File: src/rtl/snake_dir_queue.sv
`default_nettype none
// ============================================================================
// Module      : snake_dir_queue
// Description : Buffered direction-command queue for the snake game. Keypad
//               direction bytes are filtered against repeats and reversals,
//               held in a small FIFO and applied to the movement key one per
//               game step. The centre key drives the turbo output.
// Revision    : 1.0 - initial release
// ============================================================================
module snake_dir_queue #(
  parameter int unsigned DEPTH      = 4,
  parameter logic [7:0]  INIT_KEY   = 8'h34,
  parameter int unsigned TURBO_MODE = 0
) (
  input  logic                         clk,
  input  logic                         rst,
  input  logic [7:0]                   word_in,
  input  logic                         word_valid,
  input  logic                         step,
  output logic [7:0]                   key,
  output logic [$clog2(DEPTH+1)-1:0]   queue_count,
  output logic                         turbo_button,
  output logic                         drop
);

  localparam int unsigned CW = $clog2(DEPTH + 1);
  localparam int unsigned PW = $clog2(DEPTH);

  localparam logic [7:0] c_MIDDLE   = 8'h35;
  localparam logic [7:0] c_DIR_LO   = 8'h31;
  localparam logic [7:0] c_DIR_HI   = 8'h39;
  localparam logic [7:0] c_OPP_BASE = 8'h6A;

  logic [7:0]    r_mem [DEPTH];
  logic [PW-1:0] r_wr_ptr;
  logic [PW-1:0] r_rd_ptr;
  logic [CW-1:0] r_count;
  logic [7:0]    r_key;
  logic          r_drop;
  logic          r_turbo;

  logic [PW-1:0] w_last_ptr;
  logic [7:0]    w_tail;
  logic [7:0]    w_tail_opp;
  logic          w_is_dir;
  logic          w_is_mid;
  logic          w_legal;
  logic          w_pop;
  logic [CW-1:0] w_count_after_pop;
  logic          w_room;
  logic          w_push;
  logic          w_drop;

  // Reference direction is the newest queued entry, or the live key when empty.
  assign w_last_ptr = r_wr_ptr - PW'(1);
  assign w_tail     = (r_count != '0) ? r_mem[w_last_ptr] : r_key;
  assign w_tail_opp = c_OPP_BASE - w_tail;

  assign w_is_dir = word_valid && (word_in >= c_DIR_LO) && (word_in <= c_DIR_HI)
                    && (word_in != c_MIDDLE);
  assign w_is_mid = word_valid && (word_in == c_MIDDLE);
  assign w_legal  = w_is_dir && (word_in != w_tail) && (word_in != w_tail_opp);

  // A simultaneous pop frees a slot for this cycle's push.
  assign w_pop             = step && (r_count != '0);
  assign w_count_after_pop = r_count - CW'(w_pop);
  assign w_room            = (w_count_after_pop < CW'(DEPTH));
  assign w_push            = w_legal && w_room;
  assign w_drop            = w_legal && !w_room;

  // Queue storage; stale contents are never read because the count gates access.
  always_ff @(posedge clk) begin
    if (w_push) begin
      r_mem[r_wr_ptr] <= word_in;
    end
  end

  // Pointers, occupancy, current key and the drop pulse.
  always_ff @(posedge clk or negedge rst) begin
    if (!rst) begin
      r_wr_ptr <= '0;
      r_rd_ptr <= '0;
      r_count  <= '0;
      r_key    <= INIT_KEY;
      r_drop   <= 1'b0;
    end else begin
      if (w_push) begin
        r_wr_ptr <= r_wr_ptr + PW'(1);
      end
      if (w_pop) begin
        r_rd_ptr <= r_rd_ptr + PW'(1);
        r_key    <= r_mem[r_rd_ptr];
      end
      r_count <= w_count_after_pop + CW'(w_push);
      r_drop  <= w_drop;
    end
  end

  generate
    if (TURBO_MODE == 0) begin : g_turbo_pulse
      // One-cycle turbo pulse per accepted MIDDLE byte.
      always_ff @(posedge clk or negedge rst) begin
        if (!rst) begin
          r_turbo <= 1'b0;
        end else begin
          r_turbo <= w_is_mid;
        end
      end
    end else begin : g_turbo_toggle
      // Each accepted MIDDLE byte flips the turbo level.
      always_ff @(posedge clk or negedge rst) begin
        if (!rst) begin
          r_turbo <= 1'b0;
        end else if (w_is_mid) begin
          r_turbo <= !r_turbo;
        end
      end
    end
  endgenerate

  assign key          = r_key;
  assign queue_count  = r_count;
  assign turbo_button = r_turbo;
  assign drop         = r_drop;

endmodule
`default_nettype wire

File: config.mk
export PLATFORM = sky130hd
export DESIGN_NAME = snake_dir_queue
export DESIGN_NICKNAME = d
export VERILOG_FILES = /design/src/rtl/snake_dir_queue.sv
export SDC_FILE = /design/constraint.sdc
export NUM_CORES = 1
export LEC_CHECK = 0
export ABC_CLOCK_PERIOD_IN_PS = 11750
export BUFFER_PORTS_ARGS = -buffer_cell sky130_fd_sc_hd__buf_2
export CAP_MARGIN = 10
export CORE_ASPECT_RATIO = 0.7
export CORE_UTILIZATION = 65
export CTS_BUF_LIST = sky130_fd_sc_hd__clkbuf_8
export CTS_CLUSTER_DIAMETER = 80
export DETAILED_ROUTE_END_ITERATION = 8
export PLACE_DENSITY = 0.86
export SETUP_SLACK_MARGIN = 0.15
export SYNTH_ARGS = -nofsm -noshare
export SYNTH_HDL_FRONTEND = slang
export SYNTH_SLANG_ARGS = --single-unit
File: constraint.sdc
create_clock -name clk -period 11.75 [get_ports clk]
set_clock_uncertainty 0.05 [all_clocks]
set_input_delay 2.35 -clock clk [delete_from_list [all_inputs] [get_ports clk]]
set_output_delay 2.35 -clock clk [all_outputs]
set_load 0.01 [all_outputs]
======== Yosys cells after proc, flatten, opt, wreduce, memory -nomap -nowiden ========
Memories as Yosys holds them, arrays and structs flattened. A register that Yosys moved wholly into a read port is not among the register bits.
Cells that the tools add are included.
word-level totals
  bits in writable memories ............... 32
  output and inout bits ................... 13
  register bits after elaboration ......... 9
  word-level logic and storage cells ...... 34
  bits of input ports ..................... 12
  memories kept ........................... 1
operators by class
  add/subtract/negate cells ............... 6
  multiplexer cells ....................... 3
  $lt $le $gt $ge ......................... 3
  equality and inequality tests ........... 4
  reduce and logical (&&, ||, !) cells .... 12
memories
  name   depth  bits a word  read ports  clocked after memory_dff  write ports  RTL line  RTL
  r_mem  4      8            2           1                         1            34        logic [7:0] r_mem [DEPTH];
operators by type and width
  kind                                                                count
  inequality test 8 bit                                               2
  logical AND 1 bit                                                   9
  == test 8 x 6 -> 1 bit (second input constant)                      1
  greater-or-equal comparator 8 x 6 -> 1 bit (second input constant)  1
  less-or-equal comparator 8 x 6 -> 1 bit (second input constant)     1
  2-to-1 mux 8 bit                                                    1
  inequality test 8 x 6 -> 1 bit (second input constant)              1
  subtractor 7 x 8 -> 8 bit (first input constant)                    1
  adder 2 x 1 -> 2 bit (second input constant)                        2
  adder 3 x 1 -> 3 bit                                                1
  less-than comparator 3 bit (second input constant)                  1
  nonzero test 3 bit                                                  1
  subtractor 3 x 1 -> 3 bit                                           1
  logical NOT 1 bit                                                   2
  2-to-1 mux 1 bit                                                    2
  subtractor 2 x 1 -> 2 bit (second input constant)                   1

======== Depth between registers and ports, before layout ========
  depth in word-level cells ............... 9
  gate-level depth with buffers ........... 17
  gate-level depth less buffers ........... 14

======== Least setup slack after synthesis ========
OpenSTA, ideal clock, no wires.
  path kind ............................... input -> register
  from .................................... input word_in[1]
  to ...................................... memory r_mem[0][0] (enable)
  data required time ...................... 11.368 ns
  arrival ................................. 3.915 ns
  stages on the path ...................... 8
  setup time .............................. 0.332 ns
  path buffers ............................ 1
  path slack .............................. 7.454 ns
  path through ............................ clkbuf_1 > xnor2_1 > o2111ai_1 > o21ai_0 > nor4b_1 > a31o_1 > a311oi_4 > and2_1
between the ends
  longest elaborated chain between the ends .. 9
  elaborated cells on any way between the ends .. 13
  classes of those cells .................. order compare: 2; eq/ne: 3; mux: 2; reduce/logical: 6
RTL lines
  element                                     RTL line  RTL
  start: declaration                          17        input logic [7:0] word_in,
  greater-or-equal comparator 8 x 6 -> 1 bit  59        assign w_is_dir = word_valid && (word_in >= c_DIR_LO) && (word_in <= c_DIR_HI)
  logical AND 1 bit (2 in a row)              59
  logical AND 1 bit                           60        && (word_in != c_MIDDLE);
  logical AND 1 bit                           62        assign w_legal = w_is_dir && (word_in != w_tail) && (word_in != w_tail_opp);
  logical AND 1 bit *                         62
  logical AND 1 bit *                         68        assign w_push = w_legal && w_room;
  2-to-1 mux 1 bit *                          73        if (w_push) begin
  2-to-1 mux 1 bit (not written as such) *    74        r_mem[r_wr_ptr] <= word_in;
  end: declaration                            34
Mark *: on every way between the ends. The rest lies on a longest branch, timed or not.

======== Worst setup path in the final report ========
  from .................................... register r_wr_ptr[0]
  to ...................................... memory r_mem[1][6] (enable)
between the ends
  longest elaborated chain between the ends .. 9
  elaborated cells on any way between the ends .. 11
  classes of those cells .................. add/sub: 2; eq/ne: 2; mux: 3; reduce/logical: 3; memory: 1
RTL lines
  element                                                             RTL line  RTL
  start: declaration                                                  35        logic [PW-1:0] r_wr_ptr;
  start signal: assignment                                            88        r_wr_ptr <= r_wr_ptr + PW'(1);
  subtractor 2 x 1 -> 2 bit *                                         55        assign w_last_ptr = r_wr_ptr - PW'(1);
  net w_last_ptr[0]                                                   42        logic [PW-1:0] w_last_ptr;
  memory read (4 x 8 bit) *                                           --
  2-to-1 mux 8 bit *                                                  56        assign w_tail = (r_count != '0) ? r_mem[w_last_ptr] : r_key;
  subtractor 7 x 8 -> 8 bit or inequality test 8 bit (tied branches)  57, 62
  inequality test 8 bit or logical AND 1 bit (tied branches)          62
  logical AND 1 bit *                                                 62
  logical AND 1 bit *                                                 68
  2-to-1 mux 1 bit *                                                  73
  2-to-1 mux 1 bit (not written as such) *                            74
Mark *: on every way through the listed nets, which the timed path passes. The rest lies on a longest branch.

==> metrics <==
Total Power 843.4 uW; H-tree levels 2; Detailed Routing Iterations Pass 1 5; Net count, final 256; largest net degree at the start of global routing 20; clk buf depth 2; Max VDD drop 0.1503 mV; setup bufs post-CTS 0; Final Setup Violations 0; Worst Setup SP r_wr_ptr[0]$_DFFE_PN0N_; antenna viol nets, final 0; worst r2r dst r_mem[1][6]$_DFFE_PP_; Buf+Inv Stages, Crit Path 2; DP HPWL 5.235 mm; CP Cell Sequence inv_1 > ha_1 > mux4_2 > mux2i_2 > inv_1 > ha_1 > xor2_1 > o311ai_0 > o22ai_1 > and4_4 > a311oi_4 > and2_1; Mapped Cells 213; outcome finished, final reports clean; P_int 475.4 uW; CTS Root Cell clkbuf_8; Static Leak 0.001214 uW; most common cell after layout, fill and taps aside edfxtp_1; hold buffers post-CTS 0; Final Instance Area 3166 um^2; Levels on crit path 12; die height 58.37 um; I/O pin count 25; Worst Setup EP r_mem[1][6]$_DFFE_PP_; CP Max Fanout 17; WL final 7.163 mm; Core Area 4354 um^2; vias in the first global route 1,911; Clk network pwr share 12.8%; via density per instance 7.017; Final Util 72.70%; register area share after synthesis 47.12%; global route overflow 0; critical path arrival 4.81 ns; maxcap violations 0; Mapped Nets 234; final hold vios 0; Cells after DPL 283; Largest stage delay, worst path 0.87 ns; fmax 204.9 MHz; row count 20; Max Slew Vio Count 0; net load switching power 368.0 uW; hold crit path type reg2reg; asr flop ratio synth 34.69%; Initial Util 67.76%; CTS buffer count 5; Placed Instance Area 3068 um^2; Seq pwr share 32.6%; Avg Cell Area, Syn 13.85 um^2; DR iter-0 viols 245; clk sinks 49; P per Cell Area 266.4 nW/um^2; Final Non-Filler Cells 291; number of diodes 0; CTS tree done; Worst path slowest cell ha_1; most frequent cells in the layout edfxtp_1 (32), buf_2 (24), mux4_2 (15); Die ar. 4817 um^2; CP Capture Type register; Comb pwr share 54.6%; Post-synth top flop edfxtp_1; initial antenna violation count 0; EDFF count, synth 32; RePlAce Congestion 0.9387; clk_lat worst skew 0.31 ns; gr usage total 33.32%; drt drc 0; #FFs+latches synth 49; Period Utilization, post-route 41.54%; layout cell share with drive strength beyond 1 31.36%; Final Critical Period 4.881 ns; Avg WL per Cell 24.62 um; Startpoint Class register; post-synthesis cell area 2950 um^2; Setup CP Type reg2reg; CP Data Required Time 11.67 ns; clk slew on worst S/H paths 0.10 ns; CP top delay family adder cells; distinct cell type count after synthesis 57; Fin Setup TNS 0 ns; die width 82.53 um; Yosys Warn Count 0; sw frac 43.64%; via count of the routed design 2,042; PostCTS Resize Cnt 0; Slew headroom 22.97%; unrepaired setup endpoints after global routing no; Area Overhead vs Synth 7.294%; FF-to-FF path depth 12; Port Buffers 24; RR Startpoint r_wr_ptr[0]$_DFFE_PN0N_; Worst-Margin Slew 1.147 ns; first-pass GRT wire length 10.87 mm; reg2reg setup slack 6.87 ns
-- cells in the mapped netlist, types with 3 or more instances --
library cell / count / share of area, %
nor2_1: 4 / 0.51
xor2_1: 6 / 1.8
xnor2_1: 6 / 1.8
clkbuf_1: 3 / 0.38
a211oi_2: 3 / 1.3
and2_1: 5 / 1.1
mux2i_1: 7 / 2.4
mux2_2: 10 / 3.8
nand4_1: 5 / 1.1
buf_6: 5 / 1.9
mux4_2: 15 / 11
nand2b_1: 6 / 1.3
nor3_1: 5 / 0.85
a21oi_1: 5 / 0.85
edfxtp_1: 32 / 33
inv_1: 10 / 1.3
dfrtp_1: 14 / 12
dfstp_2: 3 / 2.7
o21ai_0: 6 / 1.0
nand3_1: 5 / 0.85
nand2_1: 6 / 0.76
ha_1: 9 / 3.8
-- area by class of cell --
class	instances	area (um^2)
Fill cell	312	1189
Sequential cell	49	1390
Multi-Input combinational cell	145	1451
Clock inverter	3	28.78
Tap cell	55	68.82
Timing Repair Buffer	24	120.1
Clock buffer	5	68.82
Inverter	10	37.54
-- kinds of logic after synthesis --
| family | synth area share [%] |
|---|---|
| adder cells (fa/ha/maj) | 3.817 |
| XOR/XNOR | 4.114 |
| AND/OR/NAND/NOR | 11.28 |
| multiplexers | 19.97 |
| AO/OA/AOI/OAI | 10.01 |
| buffers and inverters | 3.689 |
| flip-flops | 47.12 |
-- per-stage QoR --
| step | hold WS, ns | setup WS [ns] |
|---|---|---|
| 2_1_floorplan | 0.4848 | 7.454 |
| 3_3_place_gp | 0.4615 | 7.010 |
| 3_5_place_dp | 0.4658 | 6.892 |
| 4_1_cts | 0.4865 | 6.846 |
| 5_1_grt | 0.5230 | 6.406 |
| 6_report | 0.4863 | 6.869 |
-- power by group through the flow --
stage,Clock [uW],Combinational [uW],Sequential (uW)
after floorplan,0,383,254
after global placement,0,437,275
after detailed placement,0,450,277
after CTS,107,454,274
after global routing,114,497,283
final,108,460,275
-- worst min-delay path by stage --
stage / start / end / slack (ns) / cells past startpoint
6_report: key[7]$_DFFE_PN0P_ / key[7]$_DFFE_PN0P_ / 0.49 / 1
4_1_cts: key[7]$_DFFE_PN0P_ / key[7]$_DFFE_PN0P_ / 0.49 / 1
2_1_floorplan: r_wr_ptr[1]$_DFFE_PN0N_ / r_wr_ptr[1]$_DFFE_PN0N_ / 0.48 / 1
5_1_grt: key[7]$_DFFE_PN0P_ / key[7]$_DFFE_PN0P_ / 0.52 / 1
3_3_place_gp: key[7]$_DFFE_PN0P_ / key[7]$_DFFE_PN0P_ / 0.46 / 1
3_5_place_dp: key[7]$_DFFE_PN0P_ / key[7]$_DFFE_PN0P_ / 0.47 / 1
-- layer usage --
metal	global-route usage, %	vias to the layer above	wire length (um)
li1	-	881	-
met1	53.22	1027	3230
met2	45.81	124	3103
met3	8.062	10	742
met4	9.113	0	86
met5	0	-	0
-- state kept, by name (all words and copies together) (netlist names) --
register and count:
key 8, turbo_button 1, r_wr_ptr 2, r_mem 32
drop 1, queue_count 3, r_rd_ptr 2
Note: power is estimated with default switching activity, not from simulation.
